===== config.mk =====
export PLATFORM = sky130hd
export DESIGN_NAME = wb_initiator
export DESIGN_NICKNAME = d
export VERILOG_FILES = /design/src/rtl/wb_initiator.sv
export SDC_FILE = /design/constraint.sdc
export NUM_CORES = 1
export LEC_CHECK = 0
export CAP_MARGIN = 0
export CORE_MARGIN = 10
export CORE_UTILIZATION = 43
export CTS_CLUSTER_SIZE = 12
export DETAILED_ROUTE_END_ITERATION = 7
export PLACE_DENSITY = 0.82
export RECOVER_POWER = 25
export SYNTH_ARGS = -nofsm -noshare
export SYNTH_HDL_FRONTEND = slang
export SYNTH_SLANG_ARGS = --single-unit

===== constraint.sdc =====
create_clock -name clk -period 5.4 [get_ports clk]
set_input_delay 1.08 -clock clk [delete_from_list [all_inputs] [get_ports clk]]
set_output_delay 1.08 -clock clk [all_outputs]
set_load 0.005 [all_outputs]

===== src/rtl/wb_initiator.sv =====
// wb_initiator
// Single-outstanding Wishbone pipelined-mode initiator. A command taken from
// the local valid/ready port becomes exactly one Wishbone transaction. Its
// outcome is returned as a one-cycle response pulse. A bounded ack timeout
// keeps an unmapped address from hanging the block.
//
// Optional feature macro: WB_INITIATOR_ERR_EN
//   When defined, an i_wb_err input is added. A bus error terminates the
//   transaction like an ack, but reports rsp_err=1 and rsp_data=ERR_DATA.
//
// Parameters:
//   TIMEOUT_CYCLES  number of cycles in REQ+WAIT without ack before abort (2..65535)
//   ERR_DATA        value returned on rsp_data for an aborted transaction
//
// Ports:
//   clk          single clock, all logic on posedge
//   reset        asynchronous, active-low reset
//   cmd_valid    command present
//   cmd_ready    command accepted when high (only in IDLE)
//   cmd_we       1 = write, 0 = read
//   cmd_addr     byte address
//   cmd_data     write data (ignored for reads)
//   rsp_valid    one-cycle response pulse
//   rsp_data     read data, held until the next response; 0 after writes
//   rsp_err      aborted transaction, qualified by rsp_valid
//   o_wb_cyc/o_wb_stb/o_wb_we/o_wb_addr/o_wb_data   Wishbone request
//   i_wb_ack/i_wb_stall/i_wb_data (/i_wb_err)       Wishbone response
module wb_initiator #(
    parameter int unsigned TIMEOUT_CYCLES = 255,
    parameter logic [31:0] ERR_DATA       = 32'h0000_0000
) (
    input  logic        clk,
    input  logic        reset,
    input  logic        cmd_valid,
    output logic        cmd_ready,
    input  logic        cmd_we,
    input  logic [31:0] cmd_addr,
    input  logic [31:0] cmd_data,
    output logic        rsp_valid,
    output logic [31:0] rsp_data,
    output logic        rsp_err,
    output logic        o_wb_cyc,
    output logic        o_wb_stb,
    output logic        o_wb_we,
    output logic [31:0] o_wb_addr,
    output logic [31:0] o_wb_data,
    input  logic        i_wb_ack,
    input  logic        i_wb_stall,
`ifdef WB_INITIATOR_ERR_EN
    input  logic        i_wb_err,
`endif
    input  logic [31:0] i_wb_data
);

    typedef enum logic [1:0] {
        ST_IDLE,
        ST_REQ,
        ST_WAIT
    } state_t;

    // The counter holds the number of completed REQ/WAIT cycles. On the edge
    // where it equals TIMEOUT_CYCLES-1, the bus has been held for exactly
    // TIMEOUT_CYCLES cycles.
    localparam logic [15:0] TIMEOUT_LAST = 16'(TIMEOUT_CYCLES - 1);

    state_t      state;
    logic [15:0] count;
    logic        bus_err;
    logic        terminate;
    logic        expired;

`ifdef WB_INITIATOR_ERR_EN
    assign bus_err = i_wb_err;
`else
    assign bus_err = 1'b0;
`endif

    assign cmd_ready = (state == ST_IDLE);

    // In REQ, an ack or error is only meaningful when the strobe is accepted
    // on the same edge. A terminating response beats a simultaneous timeout.
    assign terminate = (i_wb_ack || bus_err) &&
                       (((state == ST_REQ) && !i_wb_stall) || (state == ST_WAIT));
    assign expired   = !terminate && (count == TIMEOUT_LAST) &&
                       ((state == ST_REQ) || (state == ST_WAIT));

    always_ff @(posedge clk or negedge reset) begin
        if (!reset) begin
            state     <= ST_IDLE;
            count     <= 16'd0;
            o_wb_cyc  <= 1'b0;
            o_wb_stb  <= 1'b0;
            o_wb_we   <= 1'b0;
            o_wb_addr <= 32'd0;
            o_wb_data <= 32'd0;
            rsp_valid <= 1'b0;
            rsp_err   <= 1'b0;
            rsp_data  <= 32'd0;
        end else begin
            rsp_valid <= 1'b0;
            if (terminate) begin
                // Error takes priority over ack when both are asserted.
                o_wb_cyc  <= 1'b0;
                o_wb_stb  <= 1'b0;
                state     <= ST_IDLE;
                rsp_valid <= 1'b1;
                rsp_err   <= bus_err;
                if (bus_err) begin
                    rsp_data <= ERR_DATA;
                end else if (o_wb_we) begin
                    rsp_data <= 32'd0;
                end else begin
                    rsp_data <= i_wb_data;
                end
            end else if (expired) begin
                o_wb_cyc  <= 1'b0;
                o_wb_stb  <= 1'b0;
                state     <= ST_IDLE;
                rsp_valid <= 1'b1;
                rsp_err   <= 1'b1;
                rsp_data  <= ERR_DATA;
            end else begin
                case (state)
                    ST_IDLE: begin
                        if (cmd_valid) begin
                            o_wb_cyc  <= 1'b1;
                            o_wb_stb  <= 1'b1;
                            o_wb_we   <= cmd_we;
                            o_wb_addr <= cmd_addr;
                            o_wb_data <= cmd_data;
                            count     <= 16'd0;
                            state     <= ST_REQ;
                        end
                    end
                    ST_REQ: begin
                        count <= count + 16'd1;
                        if (!i_wb_stall) begin
                            o_wb_stb <= 1'b0;
                            state    <= ST_WAIT;
                        end
                    end
                    ST_WAIT: begin
                        count <= count + 16'd1;
                    end
                    default: begin
                        state <= ST_IDLE;
                    end
                endcase
            end
        end
    end

endmodule


Word-level counts from Yosys, hierarchy flattened
Cells that the tools add are included.

word-level totals
  bits in writable memories = 0
  flip-flop bits (word level) = 119
  logic and storage cells = 62
  latch bits = 0
  input port bits = 102
  memories kept = 0
  output and inout bits = 102
  bits in read-only memories = 0

operators by class
  add/subtract/negate cells = 1
  eq/ne operators = 7
  reductions and logical operators = 20
  muxes and demuxes = 22
  div/mod/pow operators = 0
  order comparisons = 0
  multipliers = 0
  shifts and indexed selects = 0
  bitwise logic cells = 2

operator list
  cell                     count
  $mux W32                 3
  $pmux W16 S2             1
  $add A16 B1 Y16 const B  1
  $eq A16 B8 Y1 const B    1
  $mux W16                 1
  $mux W1                  11
  $mux W2                  4
  $reduce_and A4 Y1        2
  $pmux W2 S3              1
  $reduce_and A3 Y1        2
  $reduce_bool A3 Y1       2
  $logic_and A1 B1 Y1      4
  $ne A4 B2 Y1 const B     1
  $ne A4 B4 Y1 const B     1
  $reduce_bool A2 Y1       2
  $reduce_bool A4 Y1       1
  $ne A3 B3 Y1 const B     1
  $eq A2 B1 Y1 const B     1
  $eq A2 B2 Y1 const B     1
  $logic_not A1 Y1         2
  $logic_not A2 Y1         1
  $logic_or A1 B1 Y1       2
  $ne A2 B2 Y1 const B     1
  $not A1 Y1               2
  3 further kinds          3

Logic depth before layout (Yosys ltp)
  depth after elaboration = 9
  mapped depth = 8
  gate-level depth less buffers = 7

Least setup slack after synthesis
OpenSTA, ideal clock, no wires.

  path type = input to register
  start point = input i_wb_stall
  end point = register o_wb_addr[24]
  arrival time = 2.076 ns
  buffers on the path = 2
  library setup time = 0.127 ns
  data required time = 5.273 ns
  setup slack = 3.197 ns
  stages on the path = 6
  cells stage by stage = nor2b_1 -> o21ai_1 -> nand3_2 -> buf_8 -> buf_12 -> mux2_1

between the ends
  word-level cells in the longest chain between the ends = 9
  elaborated cells between the ends (all ways) = 10
  classes of those cells = 2 x bitwise; 8 x reduce/logical

RTL lines
  what                                    RTL line  source
  start, declared                         48        input logic i_wb_stall,
  $logic_not A1 Y1 (*)                    --
  $logic_and A1 B1 Y1 (*)                 83        (((state == ST_REQ) && !i_wb_stall) || (state == ST_WAIT));
  $logic_or A1 B1 Y1 (*)                  83
  $logic_and A1 B1 Y1 (*)                 82        assign terminate = (i_wb_ack || bus_err) &&
  $logic_not A1 Y1                        84        assign expired = !terminate && (count == TIMEOUT_LAST) &&
  $logic_and A1 B1 Y1 (2 in series)       84
  $not A1 Y1 (no source line)             --
  $reduce_and A4 Y1 (no source line) (*)  --
  end signal, assigned                    129       o_wb_addr <= cmd_addr;
  end, declared                           45        output logic [31:0] o_wb_addr,

Mark *: on every way between the ends. The rest lies on a longest branch, timed or not.
A chain may end at the register's enable or synchronous reset.

Final worst setup path
  start point = input i_wb_stall
  end point = register o_wb_data[25]

between the ends
  word-level cells in the longest chain between the ends = 9
  elaborated cells between the ends (all ways) = 10
  classes of those cells = 2 x bitwise; 8 x reduce/logical

RTL lines
  what                                    RTL line  source
  $logic_not A1 Y1 (*)                    --
  $logic_and A1 B1 Y1 (*)                 83
  $logic_or A1 B1 Y1 (*)                  83
  $logic_and A1 B1 Y1 (*)                 82
  $logic_not A1 Y1                        84
  $logic_and A1 B1 Y1 (2 in series)       84
  $not A1 Y1 (no source line)             --
  $reduce_and A4 Y1 (no source line) (*)  --
  end signal, assigned                    130       o_wb_data <= cmd_data;
  end, declared                           46        output logic [31:0] o_wb_data,

Marked as above.

==> key figures <==
Cells and area
  • Layout Nets: 661
  • Most frequent cells in the layout: 202 x clkdlybuf4s50_1, 119 x dfrtp_1, 36 x mux2_4
  • Ant. Diodes: 0
  • Area grow syn2layout: 50.2%
  • Commonest non-fill, non-tap cell in the layout: clkdlybuf4s50_1
  • Layout cell share with drive strength beyond 1: 0.164
  • Fillers: between 800 and 900

Power
  • Worst vdd ir: 0.300 mV
  • Sequential share of power: 0.339
  • Sw Pwr: 0.00129 W
  • Power Dens Cells: ~580 nW/um^2
  • Switch share: 0.289
  • Internal Pwr Total: ~0.0032 W
  • Clock share of power: 0.243
  • LEAKAGE: between 3 and 4 nW
  • Comb pwr share: 0.418
  • Tot Pwr: approximately 0.0044 W

Floorplan
  • Core area: 11600 um^2
  • Height of the die: around 130 um
  • Top-level I/O count: about 200
  • Chip width: ~130 um
  • Rows: 39
  • Die ar.: ~17000 um^2
  • Starting Density: 0.444

Job
  • # Max-Cap Violations: 1

Clocking
  • CTS H-tree depth: 4
  • CTS Sinks: 119
  • CTS clk-pin slew, worst paths: 0.05 ns
  • CTS tree: built
  • Setup repair bufs after CTS: 0
  • CTS Hold Bufs: 0
  • Latest clock arrival within the worst-skew pair: 0.41 ns
  • CTS Buf Count: 17
  • Clock root cell: clkbuf_16
  • Max clock buf depth: 2
  • PostCTS Resize Cnt: 0

STA
  • Final number of setup-violating endpoints: 0
  • Final Hold Viols: 0
  • Setup tns final: 0 ns
  • Period utilisation layout: 0.619
  • FMAX: between 200 and 300 MHz
  • Worst-case clock skew: 0.0176 ns
  • Slew Viols, Final: ~80
  • Relative slew slack: -0.314
  • RSZ-0062 raised after global routing: false
  • Worst-margin pin slew: around 2.0 ns
  • Final Critical Period: between 3 and 4 ns

Outcome
  • Failing checks: max-capacitance violations, max-slew violations
  • Run status: finished with violations

Routing
  • Via density: 5.44
  • # DRC: 0
  • Pre-antenna DRT Iters: 4
  • Number of DRC markers in iteration 0: 212
  • WL/cell: 22.5 um
  • ANT nets after route: 0
  • Via count: about 3900
  • WL final: ~16000 um

GRT
  • Vias in the first global route: between 4000 and 5000
  • Largest net degree at the start of global routing: between 80 and 90
  • Antenna violations before repair: 0
  • Total track usage: 0.189
  • First-pass GRT wire length: 24400 um
  • Total gr overflow: 0

Placement
  • Post-DP HPWL: about 12000 um
  • RD Place Congestion: between 0.8 and 0.9
  • PortBufs: 203

Logic synthesis
  • Synth warnings: 0
  • Sequential area share after synthesis: 0.579
  • Synth top area cells: dfrtp_1 58%, mux2_4 11%, a22o_1 5.5%
  • Top cell type's share of synthesized area: 0.579
  • Synth Register Bits: 119
  • Number of synthesized flops with an enable pin: 0
  • Synth area leader: dfrtp_1
  • Syn avg cell area: around 15 um^2
  • Asr flop ratio synth: 1.00
  • Post-synth net total: between 400 and 500
  • Synth unique cells: 51
  • Synthesized area: between 5000 and 6000 um^2
  • Post-synth top flop: dfrtp_1
  • Syn Inst Count: 351

Setup path
  • Worst Path Arrival: around 3.6 ns
  • Crit path max fanout: 34
  • Crit start category: input port
  • CP Capture Type: flop
  • Critical Path RT: 5.66 ns
  • Reg2reg path depth: 7
  • R2R Setup Slk: approximately 2.5 ns
  • Setup CP Type: in -> reg

Min path
  • Hold Path Depth: 1
  • Hold Path Class: reg -> reg
## metrics by stage
step / util / instances / setup WS (ns) / area (um^2) / hold WS, ns
3_3_place_gp: 0.619 / 678 / 1.81 / 7160 / 0.474
4_1_cts: 0.668 / 709 / 2.11 / 7720 / 0.485
3_5_place_dp: 0.619 / 678 / 1.73 / 7160 / 0.468
6_report: 0.668 / 709 / 2.06 / 7720 / 0.485
5_1_grt: 0.668 / 709 / 1.96 / 7720 / 0.506
2_1_floorplan: - / 351 / 3.20 / 5140 / 0.444
## path summary, 6_finish.rpt
kind,from,end
hold reg to reg,count[7]$_DFFE_PN0P_,count[7]$_DFFE_PN0P_
hold / removal,count[7]$_DFFE_PN0P_,count[7]$_DFFE_PN0P_
setup / recovery,i_wb_stall,o_wb_data[25]$_DFFE_PN0P_
min in group asynchronous,reset,rsp_data[26]$_DFFE_PN0N_
setup reg to reg,state[1]$_DFFE_PN0P_,o_wb_data[25]$_DFFE_PN0P_
max in group asynchronous,reset,rsp_data[6]$_DFFE_PN0N_
## final cells by class
cell class	instances	area, um^2	area share
timing repair buffer	206	2050	0.265
inverter	5	18.8	0.00243
multi-input combinational	205	1930	0.250
sequential	119	2980	0.386
tap	143	179	0.0232
clock buffer	22	464	0.0601
clock inverter	9	101	0.0131
## power groups by stage
| stage | clock (W) | sequential (W) | combinational, W |
|---|---|---|---|
| finish | 0.00108 | 0.00151 | 0.00186 |
| global route | 0.00113 | 0.00155 | 0.00198 |
| CTS | 0.00110 | 0.00151 | 0.00189 |
| detailed placement | 0 | 0.00151 | 0.00187 |
| global placement | 0 | 0.00149 | 0.00181 |
| floorplan | 0 | 0.00151 | 0.000856 |
## worst max-delay path, stage by stage
cell	delay, ns
clkdlybuf4s50_1	0.60
nor2b_1	0.10
o21ai_1	0.36
nand3_4	0.54
buf_4	0.50
mux2_1	0.41
## cell usage after synthesis, types with 2 or more instances
cell type / number
buf_6: 4
a211oi_1: 2
nand3_1: 10
mux2_1: 15
nand2_1: 7
and4_1: 3
o21a_1: 2
or3_1: 3
nand2b_1: 2
and3_1: 3
mux2_2: 16
dfrtp_1: 119
ha_1: 5
o21ai_0: 4
nand4_2: 2
mux2_4: 36
or4_1: 3
a31oi_1: 3
buf_12: 5
nand4_1: 3
clkbuf_1: 5
buf_2: 2
inv_1: 4
buf_4: 4
nor2b_1: 3
o31ai_1: 18
and2_1: 2
a21oi_1: 8
nor2_1: 4
a41oi_1: 2
a22o_1: 32
## kinds of logic after synthesis
group	Yosys count	synth area share
mux	68	0.175
buf+inv	27	0.0470
fa+ha+maj	5	0.0122
flops	119	0.579
compound gates	78	0.115
simple gates	54	0.0709
## state kept, by name, summed over array words and instances, names as in the netlist
signal	count
o_wb_addr	32
o_wb_data	32
count	16
state	2
rsp_valid	1
rsp_data	32
o_wb_cyc	1
o_wb_we	1
rsp_err	1
o_wb_stb	1
## per-layer routing
metal	global-route usage	share of wire	up-vias
met5	0	0	-
met4	0.0535	0.0080	0
met3	0.0922	0.12	10
met2	0.325	0.50	174
met1	0.203	0.37	1944
li1	-	-	1732
(Power assumes the default switching activity.)
